<file path="config.mk">
export PLATFORM = sky130hd
export DESIGN_NAME = w5300_bus_arbiter
export DESIGN_NICKNAME = d
export VERILOG_FILES = /design/src/rtl/w5300_pkg.sv /design/src/rtl/w5300_rr_pick.sv /design/src/rtl/w5300_bus_arbiter.sv
export SDC_FILE = /design/constraint.sdc
export NUM_CORES = 1
export LEC_CHECK = 0
export BUFFER_PORTS_ARGS = -buffer_cell sky130_fd_sc_hd__clkbuf_2
export CAP_MARGIN = 20
export CORE_ASPECT_RATIO = 1.5
export CORE_UTILIZATION = 49
export CTS_CLUSTER_SIZE = 20
export DETAILED_ROUTE_END_ITERATION = 10
export PLACE_DENSITY = 0.91
export SLEW_MARGIN = 5
export SYNTH_ARGS = -nofsm -noshare
export SYNTH_HDL_FRONTEND = slang
export SYNTH_SLANG_ARGS = --single-unit
</file>
<file path="constraint.sdc">
create_clock -name clk -period 4.8 [get_ports clk]
set_clock_uncertainty 0.15 [all_clocks]
set_input_delay 0.48 -clock clk [delete_from_list [all_inputs] [get_ports clk]]
set_output_delay 0.48 -clock clk [all_outputs]
set_load 0.005 [all_outputs]
</file>
<file path="src/rtl/w5300_pkg.sv">
// Shared definitions for the W5300 register-bus arbiter: FSM encodings and
// the default bus geometry of the W5300 parallel host interface.
package w5300_pkg;

    typedef enum logic [2:0] {
        S_WAIT_INIT,
        S_IDLE,
        S_ISSUE,
        S_WAIT,
        S_DONE
    } state_t;

    localparam int DEF_ADDR_W = 10;
    localparam int DEF_DATA_W = 16;

    // Read data returned to a requester whose transaction failed.
    localparam logic [DEF_DATA_W-1:0] ERR_RDATA = 16'hFFFF;

endpackage

</file>
<file path="src/rtl/w5300_rr_pick.sv">
// Combinational round-robin picker: first asserted request at or after
// i_start, wrapping modulo N_REQ.
module w5300_rr_pick #(
    parameter int N_REQ = 4,
    parameter int IDX_W = $clog2(N_REQ)
) (
    input  logic [N_REQ-1:0] i_req,
    input  logic [IDX_W-1:0] i_start,
    output logic [N_REQ-1:0] o_onehot,
    output logic [IDX_W-1:0] o_idx,
    output logic             o_valid
);

    int               w_sum;
    logic [IDX_W-1:0] w_cand;

    // NOTE: every output of a combinational block gets a default before any
    // conditional assignment; otherwise synthesis infers a latch.
    always_comb begin
        o_onehot = '0;
        o_idx    = '0;
        o_valid  = 1'b0;
        w_sum    = 0;
        w_cand   = '0;
        for (int k = 0; k < N_REQ; k++) begin
            w_sum = int'(i_start) + k;
            if (w_sum >= N_REQ) begin
                w_sum = w_sum - N_REQ;
            end
            w_cand = IDX_W'(w_sum);
            if (!o_valid && i_req[w_cand]) begin
                o_valid          = 1'b1;
                o_idx            = w_cand;
                o_onehot[w_cand] = 1'b1;
            end
        end
    end

endmodule

</file>
<file path="src/rtl/w5300_bus_arbiter.sv">
// Round-robin arbiter sharing the W5300 register interface between N_REQ
// requesters, one transaction at a time, with locked bursts and a timeout.
module w5300_bus_arbiter
    import w5300_pkg::*;
#(
    parameter int N_REQ         = 4,
    parameter int ADDR_W        = DEF_ADDR_W,
    parameter int DATA_W        = DEF_DATA_W,
    parameter int MAX_BURST     = 8,
    parameter int TIMEOUT_TICKS = 1024
) (
    input  logic                    clk,
    input  logic                    rst_n,
    input  logic [N_REQ-1:0]        req,
    input  logic [N_REQ-1:0]        lock,
    input  logic [N_REQ-1:0]        we,
    input  logic [N_REQ*ADDR_W-1:0] addr,
    input  logic [N_REQ*DATA_W-1:0] wdata,
    output logic [N_REQ-1:0]        gnt,
    output logic [N_REQ-1:0]        done,
    output logic [N_REQ-1:0]        err,
    output logic [DATA_W-1:0]       rdata,
    input  logic                    if_ready,
    output logic                    if_start,
    output logic                    if_we,
    output logic [ADDR_W-1:0]       if_addr,
    output logic [DATA_W-1:0]       if_wdata,
    input  logic [DATA_W-1:0]       if_rdata,
    input  logic                    if_done
);

    localparam int IDX_W  = $clog2(N_REQ);
    localparam int TCNT_W = $clog2(TIMEOUT_TICKS + 1);

    state_t              r_state;
    logic [N_REQ-1:0]    r_gnt;
    logic [IDX_W-1:0]    r_gidx;
    logic [N_REQ-1:0]    r_done;
    logic [N_REQ-1:0]    r_err;
    logic [DATA_W-1:0]   r_rdata;
    logic                r_if_start;
    logic                r_if_we;
    logic [ADDR_W-1:0]   r_if_addr;
    logic [DATA_W-1:0]   r_if_wdata;
    logic [IDX_W-1:0]    r_ptr;
    logic                r_first;
    logic [7:0]          r_burst;
    logic [TCNT_W-1:0]   r_tcnt;

    logic [IDX_W-1:0]    w_start;
    logic [N_REQ-1:0]    w_win_onehot;
    logic [IDX_W-1:0]    w_win_idx;
    logic                w_win_valid;
    logic [IDX_W-1:0]    w_sel_idx;
    logic                w_sel_we;
    logic [ADDR_W-1:0]   w_sel_addr;
    logic [DATA_W-1:0]   w_sel_wdata;
    logic [TCNT_W-1:0]   w_tcnt_inc;
    logic                w_timeout;
    logic                w_burst_more;
    logic                w_continue;

    // Until the first grant is released the search starts at requester 0.
    assign w_start = (r_first || r_ptr == IDX_W'(N_REQ - 1)) ? '0 : r_ptr + IDX_W'(1);

    w5300_rr_pick #(
        .N_REQ (N_REQ),
        .IDX_W (IDX_W)
    ) u_pick (
        .i_req    (req),
        .i_start  (w_start),
        .o_onehot (w_win_onehot),
        .o_idx    (w_win_idx),
        .o_valid  (w_win_valid)
    );

    // Arbitration picks from the winner; a burst continuation reuses the grant.
    assign w_sel_idx = (r_state == S_IDLE) ? w_win_idx : r_gidx;

    always_comb begin
        w_sel_we    = 1'b0;
        w_sel_addr  = '0;
        w_sel_wdata = '0;
        for (int i = 0; i < N_REQ; i++) begin
            if (w_sel_idx == IDX_W'(i)) begin
                w_sel_we    = we[i];
                w_sel_addr  = addr[i*ADDR_W +: ADDR_W];
                w_sel_wdata = wdata[i*DATA_W +: DATA_W];
            end
        end
    end

    assign w_tcnt_inc   = (r_tcnt == '1) ? r_tcnt : r_tcnt + TCNT_W'(1);
    assign w_timeout    = (w_tcnt_inc >= TCNT_W'(TIMEOUT_TICKS));
    assign w_burst_more = ({1'b0, r_burst} + 9'd1) < 9'(MAX_BURST);
    assign w_continue   = (r_err == '0) && lock[r_gidx] && req[r_gidx] && w_burst_more;

    // NOTE: sequential state uses non-blocking assignments so every register
    // samples pre-edge values regardless of statement order.
    always_ff @(posedge clk or negedge rst_n) begin
        if (!rst_n) begin
            r_state    <= S_WAIT_INIT;
            r_gnt      <= '0;
            r_gidx     <= '0;
            r_done     <= '0;
            r_err      <= '0;
            r_rdata    <= '0;
            r_if_start <= 1'b0;
            r_if_we    <= 1'b0;
            r_if_addr  <= '0;
            r_if_wdata <= '0;
            r_ptr      <= '0;
            r_first    <= 1'b1;
            r_burst    <= '0;
            r_tcnt     <= '0;
        end else begin
            r_if_start <= 1'b0;
            r_done     <= '0;
            r_err      <= '0;
            case (r_state)
                S_WAIT_INIT: begin
                    if (if_ready) begin
                        r_state <= S_IDLE;
                    end
                end
                S_IDLE: begin
                    if (if_ready && w_win_valid) begin
                        r_gnt      <= w_win_onehot;
                        r_gidx     <= w_win_idx;
                        r_if_we    <= w_sel_we;
                        r_if_addr  <= w_sel_addr;
                        r_if_wdata <= w_sel_wdata;
                        r_burst    <= '0;
                        r_if_start <= 1'b1;
                        r_state    <= S_ISSUE;
                    end
                end
                S_ISSUE: begin
                    r_tcnt  <= '0;
                    r_state <= S_WAIT;
                end
                S_WAIT: begin
                    r_tcnt <= w_tcnt_inc;
                    if (if_done) begin
                        if (!r_if_we) begin
                            r_rdata <= if_rdata;
                        end
                        r_done  <= r_gnt;
                        r_state <= S_DONE;
                    end else if (w_timeout || !if_ready) begin
                        r_rdata <= '1;
                        r_done  <= r_gnt;
                        r_err   <= r_gnt;
                        r_state <= S_DONE;
                    end
                end
                S_DONE: begin
                    if (w_continue) begin
                        r_if_we    <= w_sel_we;
                        r_if_addr  <= w_sel_addr;
                        r_if_wdata <= w_sel_wdata;
                        r_burst    <= r_burst + 8'd1;
                        r_if_start <= 1'b1;
                        r_state    <= S_ISSUE;
                    end else begin
                        r_gnt   <= '0;
                        r_ptr   <= r_gidx;
                        r_first <= 1'b0;
                        r_state <= (r_err != '0) ? S_WAIT_INIT : S_IDLE;
                    end
                end
                default: r_state <= S_WAIT_INIT;
            endcase
        end
    end

    assign gnt      = r_gnt;
    assign done     = r_done;
    assign err      = r_err;
    assign rdata    = r_rdata;
    assign if_start = r_if_start;
    assign if_we    = r_if_we;
    assign if_addr  = r_if_addr;
    assign if_wdata = r_if_wdata;

endmodule

</file>
Word level (Yosys, flattened, before mapping)

Cells that the tools add are included.

Add/subtract/negate cells: 11
Magnitude comparators: 15
Eq/ne operators: 15
Mux-type cells: 85
Bitwise logic cells: 4
Reduce and logical (&&, ||, !) cells: 30

Operators by type and width:

| operator                                                  | number |
|---|---|
| two-way mux 16 bit                                        | 9 |
| two-way mux 10 bit                                        | 6 |
| two-way mux 4 bit                                         | 11 |
| case mux 16 bit (2 select lines)                          | 1 |
| two-way mux 1 bit                                         | 23 |
| two-way mux 2 bit                                         | 11 |
| case mux 11 bit (2 select lines)                          | 1 |
| case mux 10 bit (2 select lines)                          | 1 |
| two-way mux 8 bit                                         | 2 |
| case mux 8 bit (2 select lines)                           | 1 |
| < comparator 2 x 3 -> 1 bit, second input constant        | 5 |
| case mux 3 bit (5 select lines)                           | 1 |
| binary-select mux 1 bit (select 2 bit)                    | 6 |
| two-way mux 3 bit                                         | 4 |
| bitwise OR 4 bit                                          | 3 |
| AND reduction 3 bit                                       | 4 |
| adder 11 x 1 -> 11 bit, second input constant             | 1 |
| == test 11 bit, second input constant                     | 1 |
| greater-or-equal comparator 11 bit, second input constant | 1 |
| logical AND 1 bit                                         | 11 |
| two-way mux 11 bit                                        | 1 |
| adder 8 x 1 -> 9 bit, second input constant               | 1 |
| greater-or-equal comparator 3 bit, second input constant  | 3 |
| < comparator 9 x 4 -> 1 bit, second input constant        | 1 |
| 27 further kinds                                          | 51 |

Register bits after elaboration: 83
Input port bits: 136
Output and inout bits: 56
Word-level logic and storage cells: 174

Depth between registers and ports, before layout

Gate-level depths: netlist of the first run.

Word-level depth: 25
Gate-level depth with buffers: 13
Gate-level depth less buffers: 11

Cells and area by module

A second synthesis of the first run with hierarchy kept.

Cells, all modules: 559
Area, all modules: 5232.5 um^2

By module, submodules not included:

| module            | instances | cells an instance | area each (um^2) | sequential area each (um^2) |
|---|---|---|---|---|
| w5300_bus_arbiter | 1         | 514               | 4810.9           | 2078.2 |
| w5300_rr_pick     | 1         | 45                | 421.7            | 0.0 |

Least setup slack after synthesis of the first run

Ideal clock, no wire load.

Kind: flip-flop to flip-flop
Start point: register r_ptr[0]
End point: register r_if_addr[4], in the netlist if_addr[4]
Library setup time: 0.140 ns
Arrival time: 3.251 ns
Required time: 4.510 ns
Setup slack: 1.260 ns
Stages on the path, launching flop included: 13
Buffers on the path: 2
Clock period less this slack: 3.540 ns
Cell sequence: dfrtp_1 > ha_1 > or3b_2 > ha_1 > inv_1 > mux4_2 > o21ai_1 > a21o_1 > clkbuf_1 > clkbuf_1 > a21oi_1 > a2111oi_0 > a211oi_1

Word-level cells in the longest chain between the ends: 25
Elaborated cells on any way between the ends: 56
Those cells by class: 8 x add/sub; 4 x order compare; 5 x eq/ne; 29 x mux; 10 x reduce/logical

RTL lines:

| what                                                          | RTL line                 | text |
|---|---|---|
| from (decl)                                                   | w5300_bus_arbiter.sv:45  | `logic [IDX_W-1:0] r_ptr;` |
| from (signal assigned)                                        | w5300_bus_arbiter.sv:167 | `r_ptr <= r_gidx;` |
| branches (longest 2 deep; another with adder 2 x 1 -> 2 bit)  | n/a                      |  |
| two-way mux 2 bit *                                           | w5300_bus_arbiter.sv:64  | `assign w_start = (r_first \|\| r_ptr == IDX_W'(N_REQ - 1)) ? '0 : r_ptr + IDX_W'(1);` |
| branches (longest 22 deep; another with adder 2 x 1 -> 3 bit) | n/a                      |  |
| to (signal assigned)                                          | w5300_bus_arbiter.sv:131 | `r_if_addr <= w_sel_addr;` |
| to (signal assigned)                                          | w5300_bus_arbiter.sv:160 | `r_if_addr <= w_sel_addr;` |
| to (decl)                                                     | w5300_bus_arbiter.sv:43  | `logic [ADDR_W-1:0] r_if_addr;` |

Mark *: on every way between the ends. The select of a mux whose other input is x is not followed.
A chain may end at the register's enable or synchronous reset.

Final worst setup path of the first run

Start point: register r_ptr[0]
End point: register r_if_addr[6], in the netlist if_addr[6]

The elaborated chain is that of the path after synthesis.

==> results of run 1 <==
through the flow:
| step | hold WS, ps | cell area, um2 | worst slack [ps] |
|---|---|---|---|
| floorplan | 34.4 | 4860 | 1260 |
| global placement | 339 | 5910 | 742 |
| detailed placement | 348 | 5910 | 604 |
| CTS | 193 | 6240 | 581 |
| global route | 212 | 6290 | 308 |
| finish | 197 | 6290 | 560 |
report_power, final:
part	switching (mW)	internal, mW	leakage, nW	total (mW)
Sequential	0.219	0.952	0.991	1.17
Clock	0.286	0.507	0.166	0.793
Combinational	1.34	0.930	1.83	2.27
cells by family after synthesis:
family / after synthesis
AO/OA/AOI/OAI: 161
XOR/XNOR: 1
AND/OR/NAND/NOR: 168
multiplexers: 39
flip-flops: 83
adder cells (fa/ha/maj): 11
buffers and inverters: 43
cell type report:
type	count	area, um2
Clock inverter	6	113
Multi-Input combinational cell	380	2610
Clock buffer	9	225
Inverter	12	45.0
Fill cell	803	3400
Tap cell	115	144
Timing Repair Buffer	203	1070
Sequential cell	83	2080
sequential cells by signal, summed over array words and instances (netlist names):
register,cells
if_start,1
r_tcnt,11
gnt,4
r_ptr,2
done,4
err,4
if_wdata,16
r_state,3
if_we,1
r_burst,8
if_addr,10
r_first,1
r_gidx,2
rdata,16
synth_stat cells, drive strengths merged, types with 2 or more instances:
cell type  count  area (um2)
mux2           5        56.3
mux2i         31         310
a211oi        28         215
o31ai          2        15.0
o2bb2ai        4        35.0
o21a           2        15.0
a32o           3        30.0
mux4           3        67.6
nor2          52         195
a21oi         36         184
a221oi         5        61.3
a2111oi       26         228
dfrtp         82        2050
a21boi         2        15.0
a22o           5        43.8
nor3          12        81.3
buf           13        80.1
nand4b         2        17.5
nand2b         6        37.5
nor4           3        33.8
a21o           2        15.0
clkbuf        18        71.3
or3            4        25.0
a22oi          5        37.5
or3b           3        26.3
inv           12        45.0
nand3          7        35.0
and2          10        63.8
o22a          17         149
nand4          2        12.5
nand2         54         203
and3           5        31.3
ha            11         138
o21ai         15        75.1
nor2b          3        18.8
nor3b          2        15.0
a31oi          2        12.5
per-layer routing:
metal	share of wire, %	GRT usage, %	up-vias
met5	0	0	-
met3	6.7	4.44	52
met4	3.4	15.3	0
met2	53	49.8	284
met1	37	32.0	2366
li1	-	-	2277
worst paths after layout:
check | start | to | slack, ps
worst max-delay path | r_ptr[0] | if_addr[6] | 560
worst min-delay path | if_rdata[10] | rdata[10] | 200
worst max register to register | r_ptr[0] | if_addr[6] | 560
worst min register to register | rdata[7] | rdata[7] | 360
max in group asynchronous | rst_n | r_gidx[1] | 3540
min in group asynchronous | rst_n | r_ptr[1] | 370
repair_timing:
item | CTS | global route
setup endpoints to repair | 0 | 0
hold buffers | 0 | 1
endpoints found under the hold margin | 0 | 9
cells in the final DEF, fill, tap and decap left out, types with 7 or more instances in the layout:
cell                        instances
sky130_fd_sc_hd__dfrtp_1           82
sky130_fd_sc_hd__a211oi_1          27
sky130_fd_sc_hd__buf_4             11
sky130_fd_sc_hd__o22a_1            17
sky130_fd_sc_hd__clkbuf_2         190
sky130_fd_sc_hd__inv_1              9
sky130_fd_sc_hd__clkbuf_16          9
sky130_fd_sc_hd__nor3_1             9
sky130_fd_sc_hd__a2111oi_0         26
sky130_fd_sc_hd__and2_1             9
sky130_fd_sc_hd__mux2i_1           31
sky130_fd_sc_hd__a21oi_1           35
sky130_fd_sc_hd__o21ai_0           14
sky130_fd_sc_hd__nand2_1           54
sky130_fd_sc_hd__ha_1              11
sky130_fd_sc_hd__nor2_1            52
sky130_fd_sc_hd__nand3_1            7
critical path, delay by kind of cell, from the launching register on:
family | cells | cell delay [ps]
multiplexers | 1 | 440
adder cells (fa/ha/maj) | 2 | 800
buffers and inverters | 1 | 310
AO/OA/AOI/OAI | 3 | 770
flip-flops | 1 | 510
AND/OR/NAND/NOR | 3 | 1130
==> impl_metrics.xml, run 1 <==
<?xml version="1.0" encoding="UTF-8"?>
<metrics>
  <group name="placed_design">
    <metric name="port-buffer-count" unit="">191</metric>
    <metric name="place.detailed.hpwl" unit="um">10700</metric>
    <metric name="gp_congestion" unit="">0.873</metric>
    <metric name="cell_total_after_placement" unit="">790</metric>
  </group>
  <group name="power_and_ir_drop">
    <metric name="fin_total_pwr" unit="mW">4.23</metric>
    <metric name="p_leak" unit="nW">2.99</metric>
    <metric name="power_density" unit="nW/um2">673</metric>
    <metric name="irDropWorstVdd" unit="mV">0.480</metric>
  </group>
  <group name="cts">
    <metric name="cts_resized" unit="">0</metric>
    <metric name="cts_inserted_buffers" unit="">9</metric>
    <metric name="ctsRootBufferMaster" unit="">sky130_fd_sc_hd__clkbuf_16</metric>
    <metric name="cts.clk_slew.worst_paths" unit="ps">60</metric>
    <metric name="clock_path_buffers" unit="">2</metric>
    <metric name="cts.repair_timing.setup_buffer_count" unit="">0</metric>
    <metric name="clk-insertion-delay-late" unit="ps">340</metric>
    <metric name="tritoncts" unit="">yes</metric>
    <metric name="cts-htree-levels" unit="">3</metric>
    <metric name="clock_sink_count" unit="">83</metric>
  </group>
  <group name="critical_path">
    <metric name="signal_arrival_time_at_the_worst_endpoint" unit="ps">4320</metric>
    <metric name="worst_r2r_path_depth" unit="">10</metric>
    <metric name="slowest_stage" unit="">sky130_fd_sc_hd__or3b_2</metric>
    <metric name="critical_path.max_fanout" unit="">30</metric>
    <metric name="critPathKind" unit="">reg -&gt; reg</metric>
    <metric name="critical_path.max_stage_delay" unit="ps">550</metric>
    <metric name="critPathRequiredTime" unit="ps">4880</metric>
    <metric name="crit_path_cell_chain" unit="">ha_1 &gt; or3b_2 &gt; ha_1 &gt; mux4_2 &gt; nor4_4 &gt; a31o_2 &gt; and2_2 &gt; buf_4 &gt; a2111oi_0 &gt; a211oi_1</metric>
    <metric name="start_kind" unit="">register</metric>
    <metric name="crit_path_end_kind" unit="">register</metric>
    <metric name="path_common_cell" unit="">sky130_fd_sc_hd__ha_1</metric>
  </group>
  <group name="finish">
    <metric name="finalNonFillerCells" unit="">808</metric>
    <metric name="layout.nets" unit="">836</metric>
    <metric name="area_growth_syn_to_layout" unit="%">29.3</metric>
    <metric name="finish.utilization" unit="%">64.9</metric>
    <metric name="drive_gt1_share" unit="%">35.2</metric>
    <metric name="antenna_cells" unit="">0</metric>
  </group>
  <group name="floorplanning">
    <metric name="core_area" unit="um2">9690</metric>
    <metric name="ioPinCount" unit="">192</metric>
    <metric name="floorplan.die_area" unit="um2">10300</metric>
    <metric name="start_util" unit="%">50.2</metric>
    <metric name="rows" unit="">44</metric>
    <metric name="horizontal_die_dimension" unit="um">83.4</metric>
    <metric name="die_height" unit="um">124</metric>
  </group>
  <group name="detailed_routing">
    <metric name="ant_nets" unit="">0</metric>
    <metric name="drt_iter0_markers" unit="">337</metric>
    <metric name="residual_drc" unit="">0</metric>
    <metric name="drt_first_pass_iters" unit="">5</metric>
    <metric name="routed_wirelength" unit="um">14800</metric>
    <metric name="drt-wirelength-per-cell" unit="um">18.3</metric>
    <metric name="via_count" unit="">4979</metric>
    <metric name="routed_via_density" unit="">6.16</metric>
  </group>
  <group name="logic_synthesis">
    <metric name="post_synth_fa_ha_maj_area_fraction" unit="%">2.83</metric>
    <metric name="syn-num-nets" unit="">653</metric>
    <metric name="yosysWarnings" unit="">0</metric>
    <metric name="seq_area_frac_synth" unit="%">42.7</metric>
    <metric name="yosys.area_share.xor_xnor" unit="%">0.180</metric>
    <metric name="ys_dominant_reg_cell" unit="">sky130_fd_sc_hd__dfrtp_1</metric>
    <metric name="number_of_flops_mapped_to_enable_cells_by_yosys" unit="">0</metric>
    <metric name="mappedNetlistArea" unit="um2">4860</metric>
    <metric name="synth_top_family_by_area" unit="">compound AO/OA/AOI/OAI gates</metric>
    <metric name="async_reset_ff_share" unit="%">100</metric>
    <metric name="synth_seq_cells" unit="">83</metric>
    <metric name="synth.avg_cell_area" unit="um2">9.61</metric>
    <metric name="muxShareOfSynthArea" unit="%">8.92</metric>
    <metric name="synthDistinctLibCells" unit="">62</metric>
    <metric name="fraction_of_the_mapped_netlist_area_in_simple_logic_gates" unit="%">16.8</metric>
    <metric name="postSynthCellCount" unit="">506</metric>
    <metric name="post_synthesis_compound_gate_area_fraction" unit="%">24.5</metric>
  </group>
  <group name="worst_hold_path">
    <metric name="worstHoldPathCells" unit="">2</metric>
    <metric name="hold_path.class" unit="">in -&gt; reg</metric>
  </group>
  <group name="run_status">
    <metric name="status" unit="">finished clean</metric>
  </group>
  <group name="timing">
    <metric name="timing.fmax" unit="MHz">236</metric>
    <metric name="worst_max_slew_margin_expressed_relative_to_the_limit" unit="%">47.8</metric>
    <metric name="period_share" unit="%">88.3</metric>
    <metric name="number_of_max_slew_violations_in_the_final_report" unit="">0</metric>
    <metric name="post-route-min-period" unit="ps">4240</metric>
    <metric name="finalSetupViolCount" unit="">0</metric>
    <metric name="fin_tns_setup" unit="ps">0</metric>
    <metric name="grt_setup_unrepaired" unit="">no</metric>
    <metric name="max_slew.worst_pin.slew" unit="ps">775</metric>
    <metric name="report.final.hold_viol_count" unit="">0</metric>
  </group>
  <group name="grt">
    <metric name="grt_overflow_total" unit="">0</metric>
    <metric name="grt_first_pass_wirelength" unit="um">22900</metric>
    <metric name="grt_start_max_net_pins" unit="">84</metric>
    <metric name="first_global_vias" unit="">4932</metric>
    <metric name="initial_antenna_violation_count" unit="">0</metric>
    <metric name="globalRouteTotalUtil" unit="%">27.9</metric>
  </group>
  <group name="flow_run">
    <metric name="cap_violations" unit="">0</metric>
  </group>
</metrics>
(Power assumes the default switching activity.)
==> inputs of run 2 (changes only) <==
--- a/config.mk
+++ b/config.mk
@@ -5,13 +5,14 @@
 export SDC_FILE = /design/constraint.sdc
 export NUM_CORES = 1
 export LEC_CHECK = 0
+export ABC_AREA = 1
 export BUFFER_PORTS_ARGS = -buffer_cell sky130_fd_sc_hd__clkbuf_2
 export CAP_MARGIN = 20
 export CORE_ASPECT_RATIO = 1.5
-export CORE_UTILIZATION = 49
+export CORE_UTILIZATION = 50
 export CTS_CLUSTER_SIZE = 20
 export DETAILED_ROUTE_END_ITERATION = 10
-export PLACE_DENSITY = 0.91
+export PLACE_DENSITY = 0.92
 export SLEW_MARGIN = 5
 export SYNTH_ARGS = -nofsm -noshare
 export SYNTH_HDL_FRONTEND = slang
==> impl_metrics.xml, run 2 <==
<?xml version="1.0" encoding="UTF-8"?>
<metrics>
  <group name="cts">
    <metric name="ctsRootBufferMaster" unit="">sky130_fd_sc_hd__clkbuf_16</metric>
    <metric name="cts.repair_timing.setup_buffer_count" unit="">0</metric>
    <metric name="clk-insertion-delay-late" unit="ps">330</metric>
    <metric name="cts_inserted_buffers" unit="">9</metric>
    <metric name="clock_path_buffers" unit="">2</metric>
    <metric name="clock_sink_count" unit="">83</metric>
    <metric name="cts-htree-levels" unit="">3</metric>
    <metric name="tritoncts" unit="">yes</metric>
    <metric name="cts.clk_slew.worst_paths" unit="ps">60</metric>
  </group>
  <group name="timing">
    <metric name="timing.fmax" unit="MHz">260</metric>
    <metric name="post-route-min-period" unit="ps">3850</metric>
    <metric name="period_share" unit="%">80.1</metric>
    <metric name="fin_tns_setup" unit="ps">0</metric>
    <metric name="finalSetupViolCount" unit="">0</metric>
    <metric name="worst_max_slew_margin_expressed_relative_to_the_limit" unit="%">39.1</metric>
    <metric name="number_of_max_slew_violations_in_the_final_report" unit="">0</metric>
    <metric name="grt_setup_unrepaired" unit="">no</metric>
    <metric name="report.final.hold_viol_count" unit="">0</metric>
    <metric name="max_slew.worst_pin.slew" unit="ps">912</metric>
  </group>
  <group name="placed_design">
    <metric name="place.detailed.hpwl" unit="um">10300</metric>
    <metric name="gp_congestion" unit="">0.876</metric>
    <metric name="port-buffer-count" unit="">191</metric>
    <metric name="post_dp_cell_area" unit="um2">6110</metric>
  </group>
  <group name="critical_path">
    <metric name="start_kind" unit="">register</metric>
    <metric name="r2r-start" unit="">r_ptr[0]</metric>
    <metric name="critical_path.max_fanout" unit="">35</metric>
    <metric name="crit_path_end_kind" unit="">register</metric>
    <metric name="critPathKind" unit="">reg -&gt; reg</metric>
    <metric name="reg2reg_to" unit="">r_burst[1]</metric>
    <metric name="r2r_setup_slk" unit="ps">950</metric>
    <metric name="critPathRequiredTime" unit="ps">4860</metric>
    <metric name="worst_r2r_path_depth" unit="">15</metric>
    <metric name="signal_arrival_time_at_the_worst_endpoint" unit="ps">3900</metric>
  </group>
  <group name="finish">
    <metric name="final_common_cell" unit="">sky130_fd_sc_hd__nand2_1</metric>
    <metric name="layout.cells.most_common_list" unit="">sky130_fd_sc_hd__nand2_1, sky130_fd_sc_hd__clkbuf_2, sky130_fd_sc_hd__inv_1</metric>
    <metric name="layout.nets" unit="">1043</metric>
    <metric name="layout.cell_area.non_filler" unit="um2">6440</metric>
    <metric name="antenna_cells" unit="">0</metric>
    <metric name="drive_gt1_share" unit="%">27.1</metric>
    <metric name="area_growth_syn_to_layout" unit="%">25.2</metric>
  </group>
  <group name="logic_synthesis">
    <metric name="synth.avg_cell_area" unit="um2">7.21</metric>
    <metric name="synthDistinctLibCells" unit="">41</metric>
    <metric name="syn-num-nets" unit="">861</metric>
    <metric name="async_reset_ff_share" unit="%">100</metric>
    <metric name="number_of_flops_mapped_to_enable_cells_by_yosys" unit="">0</metric>
    <metric name="ys_dominant_reg_cell" unit="">sky130_fd_sc_hd__dfrtp_1</metric>
    <metric name="synth.most_common_cell" unit="">sky130_fd_sc_hd__nand2_1</metric>
    <metric name="mappedNetlistArea" unit="um2">5150</metric>
    <metric name="synth_area_leaders" unit="">sky130_fd_sc_hd__dfrtp_1, sky130_fd_sc_hd__nand2_1, sky130_fd_sc_hd__nand3_1</metric>
    <metric name="yosysWarnings" unit="">0</metric>
    <metric name="synth_top_cell_by_area" unit="">sky130_fd_sc_hd__dfrtp_1</metric>
    <metric name="seq_area_frac_synth" unit="%">40.4</metric>
    <metric name="synth_seq_cells" unit="">83</metric>
    <metric name="postSynthCellCount" unit="">714</metric>
    <metric name="synth_top_cells_by_count" unit="">sky130_fd_sc_hd__nand2_1, sky130_fd_sc_hd__inv_1, sky130_fd_sc_hd__nand3_1</metric>
    <metric name="synth_top_area_share" unit="%">39.9</metric>
  </group>
  <group name="floorplanning">
    <metric name="start_util" unit="%">51.1</metric>
    <metric name="die_height" unit="um">126</metric>
    <metric name="horizontal_die_dimension" unit="um">84.8</metric>
    <metric name="ioPinCount" unit="">192</metric>
    <metric name="core_area" unit="um2">10100</metric>
    <metric name="floorplan.die_area" unit="um2">10700</metric>
    <metric name="rows" unit="">45</metric>
  </group>
  <group name="detailed_routing">
    <metric name="ant_nets" unit="">0</metric>
    <metric name="residual_drc" unit="">8</metric>
    <metric name="routed_via_density" unit="">5.21</metric>
    <metric name="drt_iter0_markers" unit="">327</metric>
    <metric name="drt_first_pass_iters" unit="">8</metric>
    <metric name="via_count" unit="">5300</metric>
    <metric name="drt-wirelength-per-cell" unit="um">13.3</metric>
    <metric name="routed_wirelength" unit="um">13500</metric>
  </group>
  <group name="worst_hold_path">
    <metric name="end_of_the_worst_hold_path" unit="">rdata[10]</metric>
    <metric name="worstHoldPathCells" unit="">3</metric>
    <metric name="hp-start" unit="">if_rdata[10]</metric>
    <metric name="hold_path.class" unit="">in -&gt; reg</metric>
  </group>
  <group name="flow_run">
    <metric name="cap_violations" unit="">0</metric>
  </group>
  <group name="power_and_ir_drop">
    <metric name="irDropWorstVdd" unit="mV">0.543</metric>
    <metric name="p_leak" unit="nW">3.72</metric>
    <metric name="power_density" unit="nW/um2">709</metric>
  </group>
  <group name="run_status">
    <metric name="status" unit="">finished with violations</metric>
    <metric name="violated_checks" unit="">DRC</metric>
  </group>
  <group name="grt">
    <metric name="first_global_vias" unit="">4956</metric>
    <metric name="grt_first_pass_wirelength" unit="um">22300</metric>
    <metric name="grt_start_max_net_pins" unit="">84</metric>
    <metric name="initial_antenna_violation_count" unit="">0</metric>
    <metric name="globalRouteTotalUtil" unit="%">26.1</metric>
    <metric name="grt_overflow_total" unit="">0</metric>
  </group>
</metrics>
==> run 2: changes by cell type after synthesis, sizes merged, moves of 7 or more <==
cell / previous run / this run
inv: 12 / 91
nand3: 7 / 86
o21ai: 15 / 83
o22a: 17 / 0
nand4: 2 / 9
a211oi: 28 / 0
and2: 10 / 0
a2111oi: 26 / 0
a21oi: 36 / 8
nand3b: 1 / 9
nand2: 54 / 232
clkbuf: 18 / 10
mux2i: 31 / 0
==> run 2: worst max-delay path by stage <==
stage	startpoint	to	depth (start not counted)
5_1_grt	r_ptr[0]	if_wdata[8]	14
3_3_place_gp	r_ptr[0]	r_burst[0]	15
6_report	r_ptr[0]	r_burst[1]	15
4_1_cts	r_ptr[0]	if_wdata[8]	15
3_5_place_dp	r_ptr[0]	r_burst[0]	15
2_1_floorplan	r_ptr[0]	if_wdata[7]	20
==> run 2: power breakdown <==
part	internal (mW)	total (mW)	switching (mW)
logic	0.933	2.78	1.85
clock network	0.403	0.676	0.273
registers	0.948	1.11	0.166
==> run 2: worst max-delay path: stages (launching register included) <==
cell	delay (ps)
sky130_fd_sc_hd__dfrtp_1	380
sky130_fd_sc_hd__ha_1	230
sky130_fd_sc_hd__nor2_4	220
sky130_fd_sc_hd__nand2_4	140
sky130_fd_sc_hd__inv_1	180
sky130_fd_sc_hd__ha_1	290
sky130_fd_sc_hd__inv_1	100
sky130_fd_sc_hd__nand3_2	120
sky130_fd_sc_hd__nand2_4	110
sky130_fd_sc_hd__inv_4	60
sky130_fd_sc_hd__nand4_1	90
sky130_fd_sc_hd__nand3_1	220
sky130_fd_sc_hd__nand2_2	550
sky130_fd_sc_hd__inv_1	600
sky130_fd_sc_hd__nand2_1	180
sky130_fd_sc_hd__nand2_1	90
==> run 2: per-stage QoR <==
stage               worst slack [ps]  cells  power, mW  hold slack [ps]  util (%)
floorplan                       1860    714       3.26             34.4         -
global placement                1180   1000       3.81              305      60.6
detailed placement              1030   1000       3.88              314      60.6
CTS                              995   1016       4.56              229      63.6
global route                     635   1018       5.01              268      63.9
finish                           955   1018       4.57              276      63.9
==> run 2: per-layer routing <==
layer  GRT usage, %  part of all wire, %  up-vias
met5              0                    0        -
met4           10.8                  3.4        0
met3           4.72                  5.3       38
met2           48.0                   53      222
met1           29.4                   39     2379
li1               -                    -     2661
==> run 2: cells by family after synthesis <==
logic type                 count (synthesis)  share of synthesized area, %
buffers and inverters                    116                          9.77
adders and majority gates                 11                          2.67
and+or+nand+nor                          398                          36.0
xor gates and xnor gates                   7                          1.19
AOI/OAI and AO/OA                         99                          10.0
DFF                                       83                          40.4
==> run 2: layout make-up <==
cell class	count	area, um2
Sequential cell	83	2080
Timing Repair Buffer	194	1000
Clock inverter	6	66.3
Multi-Input combinational cell	515	2570
Inverter	93	353
Tap cell	117	146
Clock buffer	10	229
Fill cell	901	3640
==> run 2: what timing repair did <==
item,in CTS,in global routing
resized for setup,0,0
hold endpoints to repair,0,12
hold buffers,0,1
